$ cat config.mk
export PLATFORM = sky130hd
export DESIGN_NAME = snake_body_engine_flat
export DESIGN_NICKNAME = d
export VERILOG_FILES = /design/src/rtl/snake_pkg.sv /design/src/rtl/snake_body_engine_if.sv /design/src/rtl/snake_body_ram.sv /design/src/rtl/snake_body_engine.sv /design/src/flat_wrapper.sv
export SDC_FILE = /design/constraint.sdc
export NUM_CORES = 2
export LEC_CHECK = 0
export CAP_MARGIN = 10
export CORE_AREA = 2 2 460 462
export CTS_BUF_LIST = sky130_fd_sc_hd__clkbuf_4 sky130_fd_sc_hd__clkbuf_8
export CTS_CLUSTER_DIAMETER = 200
export DETAILED_ROUTE_END_ITERATION = 8
export DIE_AREA = 0 0 462 464
export PLACE_DENSITY = 0.56
export SETUP_SLACK_MARGIN = 0.4
export SKIP_CTS_REPAIR_TIMING = 1
export SYNTH_ARGS = -nofsm -noshare
export SYNTH_HDL_FRONTEND = slang
export SYNTH_HIERARCHICAL = 1
export SYNTH_SLANG_ARGS = --single-unit
$ cat constraint.sdc
create_clock -name clkin -period 14.8 [get_ports clkin]
set_input_delay 2.96 -clock clkin [delete_from_list [all_inputs] [get_ports clkin]]
set_output_delay 2.96 -clock clkin [all_outputs]
set_load 0.05 [all_outputs]
$ cat src/rtl/snake_pkg.sv
// snake_pkg: shared constants for the snake body engine.
//   - direction codes (LEFT/UP/DOWN/RIGHT)
//   - plot colour codes (BLACK, GREEN, RED, PURPLE)
//   - engine state encoding
//   - opposite(dir): the reverse heading of a direction
package snake_pkg;

    localparam logic [1:0] DIR_LEFT  = 2'd0;
    localparam logic [1:0] DIR_UP    = 2'd1;
    localparam logic [1:0] DIR_DOWN  = 2'd2;
    localparam logic [1:0] DIR_RIGHT = 2'd3;

    localparam logic [2:0] COL_BLACK  = 3'b000;
    localparam logic [2:0] COL_GREEN  = 3'b010;
    localparam logic [2:0] COL_RED    = 3'b100;
    localparam logic [2:0] COL_PURPLE = 3'b101;

    typedef enum logic [2:0] {
        ST_IDLE,
        ST_MOVE,
        ST_ERASE,
        ST_CHECK,
        ST_DRAW,
        ST_DEAD
    } state_t;

    // The encoding pairs LEFT/RIGHT and UP/DOWN as bitwise complements.
    function automatic logic [1:0] opposite(input logic [1:0] d);
        return ~d;
    endfunction

endpackage

$ cat src/rtl/snake_body_engine_if.sv
// snake_body_engine_if: controller-side command and plot bus of the engine.
//   step/dir/grow : advance request from the game controller
//   busy/done     : engine status toward the controller
//   x/y/colour/plot : one-pixel plot request toward the VGA adapter
// master = game controller / VGA side, slave = snake_body_engine.
interface snake_body_engine_if #(
    parameter int X_W = 8,
    parameter int Y_W = 7
);
    logic           step;
    logic [1:0]     dir;
    logic           grow;
    logic           busy;
    logic           done;
    logic [X_W-1:0] x;
    logic [Y_W-1:0] y;
    logic [2:0]     colour;
    logic           plot;

    modport master (output step, dir, grow,
                    input  busy, done, x, y, colour, plot);
    modport slave  (input  step, dir, grow,
                    output busy, done, x, y, colour, plot);
endinterface

$ cat src/rtl/snake_body_ram.sv
// snake_body_ram: DEPTH x W body storage.
//   clkin   : clock
//   we_i    : write enable; waddr_i/wdata_i written on the rising edge
//   raddr_i : read address; rdata_o follows it combinationally
// No reset: contents are only meaningful where the engine has written them.
module snake_body_ram #(
    parameter int DEPTH = 128,
    parameter int W     = 15,
    parameter int AW    = $clog2(DEPTH)
) (
    input  logic          clkin,
    input  logic          we_i,
    input  logic [AW-1:0] waddr_i,
    input  logic [W-1:0]  wdata_i,
    input  logic [AW-1:0] raddr_i,
    output logic [W-1:0]  rdata_o
);
    logic [W-1:0] mem_q [DEPTH];

    always_ff @(posedge clkin) begin
        if (we_i) begin
            mem_q[waddr_i] <= wdata_i;
        end
    end

    assign rdata_o = mem_q[raddr_i];
endmodule

$ cat src/rtl/snake_body_engine.sv
// snake_body_engine: snake body held in a circular buffer; one head advance
// per accepted step, tail erase or growth, wall and self collision detection,
// one plot request per changed pixel.
// Ports:
//   clkin, resetn    : clock, synchronous active-low reset
//   bus (slave)      : step/dir/grow in; busy/done/x/y/colour/plot out
//   head_x, head_y   : current head cell
//   len              : current body length (1..MAX_LEN)
//   gameover         : sticky collision flag
// Build option: define SNAKE_WRAP_EN to wrap the head around the playfield
// edges instead of dying on a wall exit.
module snake_body_engine
    import snake_pkg::*;
#(
    parameter int GRID_W  = 160,
    parameter int GRID_H  = 120,
    parameter int X_W     = 8,
    parameter int Y_W     = 7,
    parameter int MAX_LEN = 128,
    parameter int START_X = 80,
    parameter int START_Y = 60,
    localparam int AW     = $clog2(MAX_LEN)
) (
    input  logic              clkin,
    input  logic              resetn,
    snake_body_engine_if.slave bus,
    output logic [X_W-1:0]    head_x,
    output logic [Y_W-1:0]    head_y,
    output logic [AW:0]       len,
    output logic              gameover
);
    localparam int             XY_W     = X_W + Y_W;
    localparam logic [AW:0]    LEN_FULL = {1'b1, {AW{1'b0}}};
    localparam logic [AW:0]    CNT_ONE  = {{AW{1'b0}}, 1'b1};
    localparam logic [X_W-1:0] X_MAX    = X_W'(GRID_W - 1);
    localparam logic [Y_W-1:0] Y_MAX    = Y_W'(GRID_H - 1);

    state_t         state_q, state_d;
    logic [AW-1:0]  hp_q, hp_d, scan_ptr_q, scan_ptr_d;
    logic [AW:0]    len_q, len_d, scan_cnt_q, scan_cnt_d;
    logic [1:0]     last_dir_q, last_dir_d, dir_q, dir_d;
    logic           grow_q, grow_d;
    logic [X_W-1:0] nx_q, nx_d, head_x_q, head_x_d, x_q, x_d;
    logic [Y_W-1:0] ny_q, ny_d, head_y_q, head_y_d, y_q, y_d;
    logic [2:0]     colour_q, colour_d;
    logic           plot_q, plot_d, done_q, done_d, busy_q, gameover_q;

    logic [1:0]     eff_dir;
    logic           wall_hit, grow_eff;
    logic [X_W-1:0] mx;
    logic [Y_W-1:0] my;
    logic [AW-1:0]  tail_addr, ram_raddr, ram_waddr;
    logic [XY_W-1:0] ram_rdata, ram_wdata;
    logic           ram_we;

    snake_body_ram #(.DEPTH(MAX_LEN), .W(XY_W)) u_ram (
        .clkin   (clkin),
        .we_i    (ram_we),
        .waddr_i (ram_waddr),
        .wdata_i (ram_wdata),
        .raddr_i (ram_raddr),
        .rdata_o (ram_rdata)
    );

    // A direct reversal would drive the head into its own neck; keep going.
    assign eff_dir   = (dir_q == opposite(last_dir_q)) ? last_dir_q : dir_q;
    // Oldest live entry; with a full buffer len[AW-1:0] is 0, giving hp+1.
    assign tail_addr = hp_q - len_q[AW-1:0] + 1'b1;

    // Candidate head; the wrapped coordinate is only kept in wrap builds.
    always_comb begin
        wall_hit = 1'b0;
        mx       = head_x_q;
        my       = head_y_q;
        case (eff_dir)
            DIR_LEFT: begin
                wall_hit = (head_x_q == '0);
                mx       = wall_hit ? X_MAX : head_x_q - 1'b1;
            end
            DIR_RIGHT: begin
                wall_hit = (head_x_q == X_MAX);
                mx       = wall_hit ? '0 : head_x_q + 1'b1;
            end
            DIR_UP: begin
                wall_hit = (head_y_q == '0);
                my       = wall_hit ? Y_MAX : head_y_q - 1'b1;
            end
            default: begin
                wall_hit = (head_y_q == Y_MAX);
                my       = wall_hit ? '0 : head_y_q + 1'b1;
            end
        endcase
    end

    // Reset reseeds buf[0] so the first tail erase finds the start cell.
    always_comb begin
        if (!resetn) begin
            ram_we    = 1'b1;
            ram_waddr = '0;
            ram_wdata = {X_W'(START_X), Y_W'(START_Y)};
        end else begin
            ram_we    = (state_q == ST_DRAW);
            ram_waddr = hp_q + 1'b1;
            ram_wdata = {nx_q, ny_q};
        end
    end

    always_comb begin
        state_d    = state_q;
        hp_d       = hp_q;
        len_d      = len_q;
        last_dir_d = last_dir_q;
        dir_d      = dir_q;
        grow_d     = grow_q;
        nx_d       = nx_q;
        ny_d       = ny_q;
        scan_cnt_d = scan_cnt_q;
        scan_ptr_d = scan_ptr_q;
        head_x_d   = head_x_q;
        head_y_d   = head_y_q;
        x_d        = x_q;
        y_d        = y_q;
        colour_d   = colour_q;
        plot_d     = 1'b0;
        done_d     = 1'b0;
        ram_raddr  = scan_ptr_q;
        grow_eff   = grow_q && (len_q != LEN_FULL);

        case (state_q)
            ST_IDLE: begin
                if (bus.step) begin
                    dir_d   = bus.dir;
                    grow_d  = bus.grow;
                    state_d = ST_MOVE;
                end
            end
            ST_MOVE: begin
                ram_raddr = tail_addr;
                dir_d     = eff_dir;
                nx_d      = mx;
                ny_d      = my;
                grow_d    = grow_eff;
`ifdef SNAKE_WRAP_EN
                state_d   = ST_ERASE;
`else
                state_d   = wall_hit ? ST_DEAD : ST_ERASE;
`endif
                // Tail pixel is registered here so it appears during ERASE.
                if (state_d == ST_ERASE && !grow_eff) begin
                    plot_d   = 1'b1;
                    colour_d = COL_BLACK;
                    x_d      = ram_rdata[XY_W-1:Y_W];
                    y_d      = ram_rdata[Y_W-1:0];
                end
            end
            ST_ERASE: begin
                // The vacating tail is not an obstacle, so skip it.
                scan_cnt_d = grow_q ? len_q : len_q - 1'b1;
                scan_ptr_d = hp_q;
                state_d    = (scan_cnt_d == '0) ? ST_DRAW : ST_CHECK;
            end
            ST_CHECK: begin
                if (ram_rdata == {nx_q, ny_q}) begin
                    state_d = ST_DEAD;
                end else begin
                    scan_cnt_d = scan_cnt_q - 1'b1;
                    scan_ptr_d = scan_ptr_q - 1'b1;
                    if (scan_cnt_q == CNT_ONE) begin
                        state_d = ST_DRAW;
                    end
                end
            end
            ST_DRAW: begin
                hp_d       = hp_q + 1'b1;
                head_x_d   = nx_q;
                head_y_d   = ny_q;
                last_dir_d = dir_q;
                if (grow_q) begin
                    len_d = len_q + 1'b1;
                end
                state_d    = ST_IDLE;
            end
            default: begin
                state_d = ST_DEAD;
            end
        endcase

        // Head pixel and done are registered on entry so they coincide with DRAW.
        if (state_d == ST_DRAW) begin
            plot_d   = 1'b1;
            done_d   = 1'b1;
            colour_d = COL_GREEN;
            x_d      = nx_q;
            y_d      = ny_q;
        end
    end

    always_ff @(posedge clkin) begin
        if (!resetn) begin
            state_q    <= ST_IDLE;
            hp_q       <= '0;
            len_q      <= CNT_ONE;
            last_dir_q <= DIR_RIGHT;
            dir_q      <= DIR_RIGHT;
            grow_q     <= 1'b0;
            nx_q       <= '0;
            ny_q       <= '0;
            scan_cnt_q <= '0;
            scan_ptr_q <= '0;
            head_x_q   <= X_W'(START_X);
            head_y_q   <= Y_W'(START_Y);
            x_q        <= '0;
            y_q        <= '0;
            colour_q   <= COL_BLACK;
            plot_q     <= 1'b0;
            done_q     <= 1'b0;
            busy_q     <= 1'b0;
            gameover_q <= 1'b0;
        end else begin
            state_q    <= state_d;
            hp_q       <= hp_d;
            len_q      <= len_d;
            last_dir_q <= last_dir_d;
            dir_q      <= dir_d;
            grow_q     <= grow_d;
            nx_q       <= nx_d;
            ny_q       <= ny_d;
            scan_cnt_q <= scan_cnt_d;
            scan_ptr_q <= scan_ptr_d;
            head_x_q   <= head_x_d;
            head_y_q   <= head_y_d;
            x_q        <= x_d;
            y_q        <= y_d;
            colour_q   <= colour_d;
            plot_q     <= plot_d;
            done_q     <= done_d;
            busy_q     <= (state_d != ST_IDLE);
            gameover_q <= (state_d == ST_DEAD);
        end
    end

    assign bus.x      = x_q;
    assign bus.y      = y_q;
    assign bus.colour = colour_q;
    assign bus.plot   = plot_q;
    assign bus.busy   = busy_q;
    assign bus.done   = done_q;
    assign head_x     = head_x_q;
    assign head_y     = head_y_q;
    assign len        = len_q;
    assign gameover   = gameover_q;
endmodule

$ cat src/flat_wrapper.sv
// flat-port wrapper written by rule: the top's interface ports become plain ports
module snake_body_engine_flat import snake_pkg::*;
#(
    parameter int GRID_W  = 160,
    parameter int GRID_H  = 120,
    parameter int X_W     = 8,
    parameter int Y_W     = 7,
    parameter int MAX_LEN = 128,
    parameter int START_X = 80,
    parameter int START_Y = 60,
    localparam int AW     = $clog2(MAX_LEN)
)
  (clkin, resetn, head_x, head_y, len, gameover, bus_step, bus_dir, bus_grow, bus_busy, bus_done, bus_x, bus_y, bus_colour, bus_plot);
  snake_body_engine_if #(.X_W(X_W), .Y_W(Y_W)) bus_i ();
  input  logic clkin;
  input  logic resetn;
  output logic [X_W-1:0] head_x;
  output logic [Y_W-1:0] head_y;
  output logic [AW:0] len;
  output logic gameover;
  input wire logic [$bits(bus_i.step)-1:0] bus_step;
  input wire logic [$bits(bus_i.dir)-1:0] bus_dir;
  input wire logic [$bits(bus_i.grow)-1:0] bus_grow;
  output wire logic [$bits(bus_i.busy)-1:0] bus_busy;
  output wire logic [$bits(bus_i.done)-1:0] bus_done;
  output wire logic [$bits(bus_i.x)-1:0] bus_x;
  output wire logic [$bits(bus_i.y)-1:0] bus_y;
  output wire logic [$bits(bus_i.colour)-1:0] bus_colour;
  output wire logic [$bits(bus_i.plot)-1:0] bus_plot;
  assign bus_i.step = bus_step;
  assign bus_i.dir = bus_dir;
  assign bus_i.grow = bus_grow;
  assign bus_busy = bus_i.busy;
  assign bus_done = bus_i.done;
  assign bus_x = bus_i.x;
  assign bus_y = bus_i.y;
  assign bus_colour = bus_i.colour;
  assign bus_plot = bus_i.plot;
  snake_body_engine #(.GRID_W(GRID_W), .GRID_H(GRID_H), .X_W(X_W), .Y_W(Y_W), .MAX_LEN(MAX_LEN), .START_X(START_X), .START_Y(START_Y)) u_core (.clkin(clkin), .resetn(resetn), .bus(bus_i), .head_x(head_x), .head_y(head_y), .len(len), .gameover(gameover));
endmodule
# ---- Word level (Yosys, flattened, before mapping)
# Memories as Yosys holds them, arrays and structs flattened.
# Cells that the tools add are included.
# W data, S select, Z words.
dict set report word_totals {
  register_bits 88
  latch_bits 0
  ram_bits 1920
  rom_bits 0
  in_bits 6
  out_inout_bits 45
  wordCells 109
  mem_count 1
}
# memory depth width read_ports rd_ports_with_merged_regs write_ports line_no
set mem_list {}
lappend mem_list {u_core.u_ram.mem_q 128 15 1 0 1 snake_body_ram.sv:18} ;# logic [W-1:0] mem_q [DEPTH];
dict set report op_classes {
  addsub 11
  multipliers 0
  n_div 0
  order_cmp 0
  eq_ne 17
  shift 0
  muxes 42
  bitwise_logic 1
  n_reduce_logical 18
}
# cell count
set ops {}
lappend ops {{$mux W7} 8}
lappend ops {{$mux W8} 7}
lappend ops {{$pmux W8 S2} 2}
lappend ops {{$pmux W7 S2} 2}
lappend ops {{$sub A8 B1 Y8 const B} 3}
lappend ops {{$add A7 B1 Y7 const B} 3}
lappend ops {{$add A8 B1 Y8 const B} 2}
lappend ops {{$logic_not A8 Y1} 2}
lappend ops {{$eq A15 B15 Y1} 1}
lappend ops {{$mux W15} 1}
lappend ops {{$mux W3} 5}
lappend ops {{$pmux W3 S5} 1}
lappend ops {{$sub A7 B1 Y7 const B} 2}
lappend ops {{$mux W2} 5}
lappend ops {{$eq A3 B2 Y1 const B} 3}
lappend ops {{$eq A3 B3 Y1 const B} 3}
lappend ops {{$eq A8 B1 Y1 const B} 1}
lappend ops {{$eq A8 B8 Y1 const B} 1}
lappend ops {{$mux W1} 8}
lappend ops {{$ne A8 B8 Y1 const B} 1}
lappend ops {{$reduce_and A2 Y1} 4}
lappend ops {{$reduce_bool A2 Y1} 4}
lappend ops {{$eq A7 B7 Y1 const B} 1}
lappend ops {{$logic_not A7 Y1} 1}
lappend ops {{16 further kinds} 18}

# ---- Longest topological paths before layout
dict set report logic_depth {
  depth_word 11
  mapped_depth 23
  ltp_nobuf 19
}

# ---- By module
# The synthesis kept the hierarchy.
# mod n_inst cells_per_inst area_per_inst_um2 seq_area_each_um2
set modules_own_cells {}
lappend modules_own_cells {snake_body_ram 1 2889 73329.1 57655.3}
lappend modules_own_cells {snake_body_engine 1 736 5760.5 1761.7}

# ---- Least setup slack after synthesis
# OpenSTA, ideal clock, no wires.
dict set report synth_timing {
  kind {reg-to-reg}
  start {reg u_core.len_q[2], in the netlist u_core/len[2]}
  end {reg u_core.x_q[5], in the netlist u_core/bus.x[5]}
  setup_ns 0.072
  arrival_time_ns 5.965
  t_required_ns 14.728
  setup_slack_ns 8.764
  path_stages_with_launch 23
  n_path_buf 6
  period_less_slack_ns 6.036
  cell_sequence {dfxtp_1 > buf_2 > inv_1 > ha_1 > inv_1 > fa_1 > o21ai_0 > clkbuf_1 > buf_1 > clkbuf_1 > mux4_2 > mux4_2 > mux4_2 > mux2_2 > xor2_1 > nor4_1 > nand4_1 > a21oi_1 > nor3_2 > nor3_2 > buf_6 > buf_12 > mux2i_1}
}
dict set report synth_between {
  elab_chain_len 10
  word_cells_on_any_way 22
  cone_classes {add/sub: 3; eq/ne: 3; mux: 8; reduce/logical: 7; memory: 1}
}
# item line_no
set synth_lines {}
lappend synth_lines {{start: declaration} snake_body_engine.sv:40} ;# logic [AW:0] len_q, len_d, scan_cnt_q, scan_cnt_d;
lappend synth_lines {{start signal: assignment} snake_body_engine.sv:222} ;# len_q <= len_d;
lappend synth_lines {{$sub A7 B7 Y7 *} snake_body_engine.sv:68} ;# assign tail_addr = hp_q - len_q[AW-1:0] + 1'b1;
lappend synth_lines {{$add A7 B1 Y7 *} snake_body_engine.sv:68}
lappend synth_lines {{$mux W7 *} snake_body_engine.sv:129} ;# case (state_q)
lappend synth_lines {{named net u_core.ram_raddr[2]} snake_body_engine.sv:52} ;# logic [AW-1:0] tail_addr, ram_raddr, ram_waddr;
lappend synth_lines {{$mem_v2 Z128 W15 *} -}
lappend synth_lines {{named net u_core.ram_rdata[8]} snake_body_engine.sv:53} ;# logic [XY_W-1:0] ram_rdata, ram_wdata;
lappend synth_lines {{$eq A15 B15 Y1 *} snake_body_engine.sv:163} ;# if (ram_rdata == {nx_q, ny_q}) begin
lappend synth_lines {{$mux W3 *} snake_body_engine.sv:163}
lappend synth_lines {{$pmux W3 S5 *} snake_body_engine.sv:129}
lappend synth_lines {{$eq A3 B3 Y1 *} snake_body_engine.sv:189} ;# if (state_d == ST_DRAW) begin
lappend synth_lines {{$reduce_bool A2 Y1 (no source line)} -}
lappend synth_lines {{$reduce_and A2 Y1 (no source line)} -}
lappend synth_lines {{end signal: assignment} snake_body_engine.sv:212} ;# x_q <= '0;
lappend synth_lines {{end signal: assignment} snake_body_engine.sv:232} ;# x_q <= x_d;
lappend synth_lines {{end: declaration} snake_body_engine.sv:43} ;# logic [X_W-1:0] nx_q, nx_d, head_x_q, head_x_d, x_q, x_d;
# The timed path passes the listed nets; every way through them passes the cells marked *. The select of a mux whose other input is x is not followed.
# A chain may end at the register's enable or synchronous reset.

# ---- Worst setup path in the final report
dict set report layout_timing {
  start {reg u_core.len_q[0], in the netlist u_core/len[0]}
  end {reg u_core.x_q[0], in the netlist u_core/bus.x[0]}
}
# The elaborated chain is that of the path after synthesis.

==> run_results.csv <==
group,metric,value,unit
run_status,status,"finished clean",
floorplanning,rows,168,
cts,clk_pin_slew,60,ps
global_routing,grt_pass1_vias,39100,
synthesis,synth_top_area_cell,"edfxtp_1",
timing,slew_headroom,0.1600,
synthesis,synth_top_area_frac,0.7290,
drt,via_per_inst,5.529,
floorplanning,start_util,0.3781,
pwr,p_total,12.09,mW
finish,final_layout_size_suffix_gt1_frac,0.3255,
global_routing,track_usage,0.1906,
synthesis,synth-xor-area-share,0.005316,
synthesis,synthSimpleGateAreaFrac,0.02550,
place,io_buffers,48,
floorplanning,dieHeight,464,µm
timing,finalCritPeriodShare,0.5153,
timing,finalWorstSetupSlack,7174,ps
timing,layout_min_cycle_time,7626,ps
timing,setup_violations,0,
floorplanning,core_area,209200,µm²
synthesis,ys_seq_elements,2008,
drt,drt_pass1_iterations,5,
drt,wl,204600,µm
timing,worst_pin_slew,1259,ps
timing,finalHoldViolations,0,
cts,root_buffer,"clkbuf_8",
critical_path,crit_type,"flip-flop to flip-flop",
job,maxCapViolCount,0,
critical_path,cp.arrival,8590,ps
cts,clk_latency,1040,ps
place,gp_congestion,0.8094,
cts,clock_sinks,2008,
finish,multiInputGateArea,18840,µm²
global_routing,antenna_found_initial,11,
pwr,cellPowerDensity,134.0,nW/µm²
drt,ant_nets,0,
synthesis,syn_area_per_cell,21.82,µm²
timing,fin_setup_tns,0,ps
pwr,ir_drop,0.1095,mV
floorplanning,die_area,214400,µm²
place,hpwl,115600,µm
cts,clockBufferDepth,4,
synthesis,synth.area.top_cells,"edfxtp_1 (73%), mux4_2 (18%), dfxtp_1 (2.2%), nor2_1 (0.89%), clkbuf_1 (0.64%)",
global_routing,grt_overflow,0,
synthesis,synth_flop_cell,"edfxtp_1",
synthesis,synth-seq-area-share,0.7513,
finish,synthToLayoutAreaGrowth,14.02,%
cts,cts_buffers,336,
synthesis,synth_compound_gate_area_share,0.01498,
synthesis,synth_cell_type_count,75,
timing,fmax,131.1,MHz
floorplanning,die-width,462,µm
drt,wl_per_cell,29.06,µm
synthesis,synth_top_family_by_area,"multiplexers",
critical_path,crit_required,15770,ps
timing,clock_skew,84.90,ps
timing,drv_slew,0,
pwr,p_leak,27.35,nW
floorplanning,io_pins,51,
critical_path,worstSetupStartpointType,"flip-flop",
hold_path,hold_path.class,"flip-flop to flip-flop",
global_routing,grt_pass1_wl,290900,µm
synthesis,synth_enable_flop_cells,1920,
synthesis,synth_area,79090,µm²
drt,drcViolationCount,0,
finish,seq_area,59420,µm²
synthesis,synth_fa_ha_area_frac,0.004683,
timing,rsz0062_at_grt,"false",
synthesis,ys_warn_count,6,
finish,fin_nets,4024,
finish,nFillCells,17930,
critical_path,crit_path_end_kind,"flip-flop",
cts,cts.htree.levels,5,
cts,cts_tree,"yes",
drt,vias,38920,
drt,drt_iter0_markers,4312,
synthesis,synth_mux_area_frac,0.1853,
place,pre_cts_slack,7223,ps
synthesis,synthCells,3625,
critical_path,crit_fanout,121,
synthesis,async_flop_share,0,
global_routing,grt_max_degree,122,
[report_power, final]
part	switching (mW)	internal, mW
logic	0.632	0.299
clock network	2.14	2.56
registers	0.0655	6.39
total	2.84	9.25
[state kept, by name, indices dropped and copies added (netlist names), 2 cells and up]
| name | flops |
|---|---|
| u_core/bus.y | 7 |
| u_core/state_q | 3 |
| u_core/ny_q | 7 |
| u_core/head_x | 8 |
| u_core/nx_q | 8 |
| u_core/bus.x | 8 |
| u_core/head_y | 7 |
| u_core/u_ram/mem_q | 1920 |
| u_core/len | 8 |
| u_core/dir_q | 2 |
| u_core/scan_cnt_q | 8 |
| u_core/last_dir_q | 2 |
| u_core/scan_ptr_q | 7 |
| u_core/hp_q | 7 |
[worst max-delay path, stage by stage (launching register included)]
cell and delay (ps):
dfxtp_1 550, inv_1 150, ha_1 230, ha_1 190, inv_1 70, fa_1 450
o21ai_4 190, buf_12 550, buf_12 510, buf_12 560, mux4_2 430, mux4_2 610
mux4_2 550, mux2_2 310, xor2_1 150, nor4_1 340, nand4_1 240, a21oi_1 220
nor3_2 100, nor3_2 170, buf_4 320, mux2i_1 220
[metrics by stage]
stage | util | std cells | area, µm² | hold slack, ps
after CTS | 0.4311 | 7032 | 90160 | 471.5
after global routing | 0.4311 | 7033 | 90160 | 497.9
after global placement | 0.4010 | 6456 | 83870 | 464.9
after detailed placement | 0.4010 | 6456 | 83870 | 462.7
final | 0.4312 | 7039 | 90180 | 475.0
after floorplan | - | 3626 | 79090 | 445.0
[cells in the mapped netlist, types with 23 or more instances]
library cell	count
clkbuf_1	134
edfxtp_1	1920
inv_1	41
nor2_1	188
mux2_2	23
mux4_2	630
buf_1	30
buf_2	35
nand3_1	29
a21oi_1	43
xor2_1	30
ha_1	28
o21ai_0	40
dfxtp_1	88
nand2_1	108
nor3_1	24
[cells in the final DEF (no fill, tap or decap), drive strengths merged, types with 11 or more instances in the layout]
cell type,Yosys,final
a211oi,11,11
a21oi,43,43
a22oi,11,11
buf,71,183
clkbuf,134,461
clkdlybuf4s50,0,47
clkinv,0,101
dfxtp,88,88
edfxtp,1920,1920
ha,28,28
inv,42,44
mux2,24,24
mux2i,20,20
mux4,630,630
nand2,108,108
nand2b,20,20
nand3,29,29
nor2,188,188
nor2b,13,13
nor3,28,28
o211ai,12,12
o21ai,43,43
xnor2,18,18
xor2,30,30
[per-layer routing]
metal,global-route usage,routed length (µm),vias to the layer above
met2,0.2906,95820,1521
met4,0.05065,4277,0
met5,0,0,-
met3,0.04087,15650,293
li1,-,-,15980
met1,0.2779,88810,21130
[cell families after synthesis]
kind of cell / Yosys count
buf+inv: 247
compound gates: 178
other cells: 1
mux: 674
fa+ha+maj: 29
simple gates: 440
xor+xnor: 48
flops: 2008
[path summary, 6_finish.rpt]
kind                            slack [ps]                               from                                 to  depth (start not counted)
worst max-delay path                  7170         u_core/len[0]$_SDFFE_PN1P_       u_core/bus.x[0]$_SDFFE_PN0P_                         21
worst min-delay path                   470  u_core/scan_ptr_q[1]$_SDFFE_PN0P_  u_core/scan_ptr_q[1]$_SDFFE_PN0P_                          2
worst max register to register        7170         u_core/len[0]$_SDFFE_PN1P_       u_core/bus.x[0]$_SDFFE_PN0P_                         21
worst min register to register         470  u_core/scan_ptr_q[1]$_SDFFE_PN0P_  u_core/scan_ptr_q[1]$_SDFFE_PN0P_                          2
[area by class of cell]
| cell class | count | area share |
|---|---|---|
| Multi-Input combinational cell | 1371 | 0.2089 |
| Antenna cell | 7 | 0.0001942 |
| Inverter | 42 | 0.001998 |
| Clock inverter | 115 | 0.007409 |
| Clock buffer | 461 | 0.06231 |
| Tap cell | 2805 | 0.03892 |
| Timing Repair Buffer | 230 | 0.02139 |
| Sequential cell | 2008 | 0.6589 |
(Power assumes the default switching activity.)
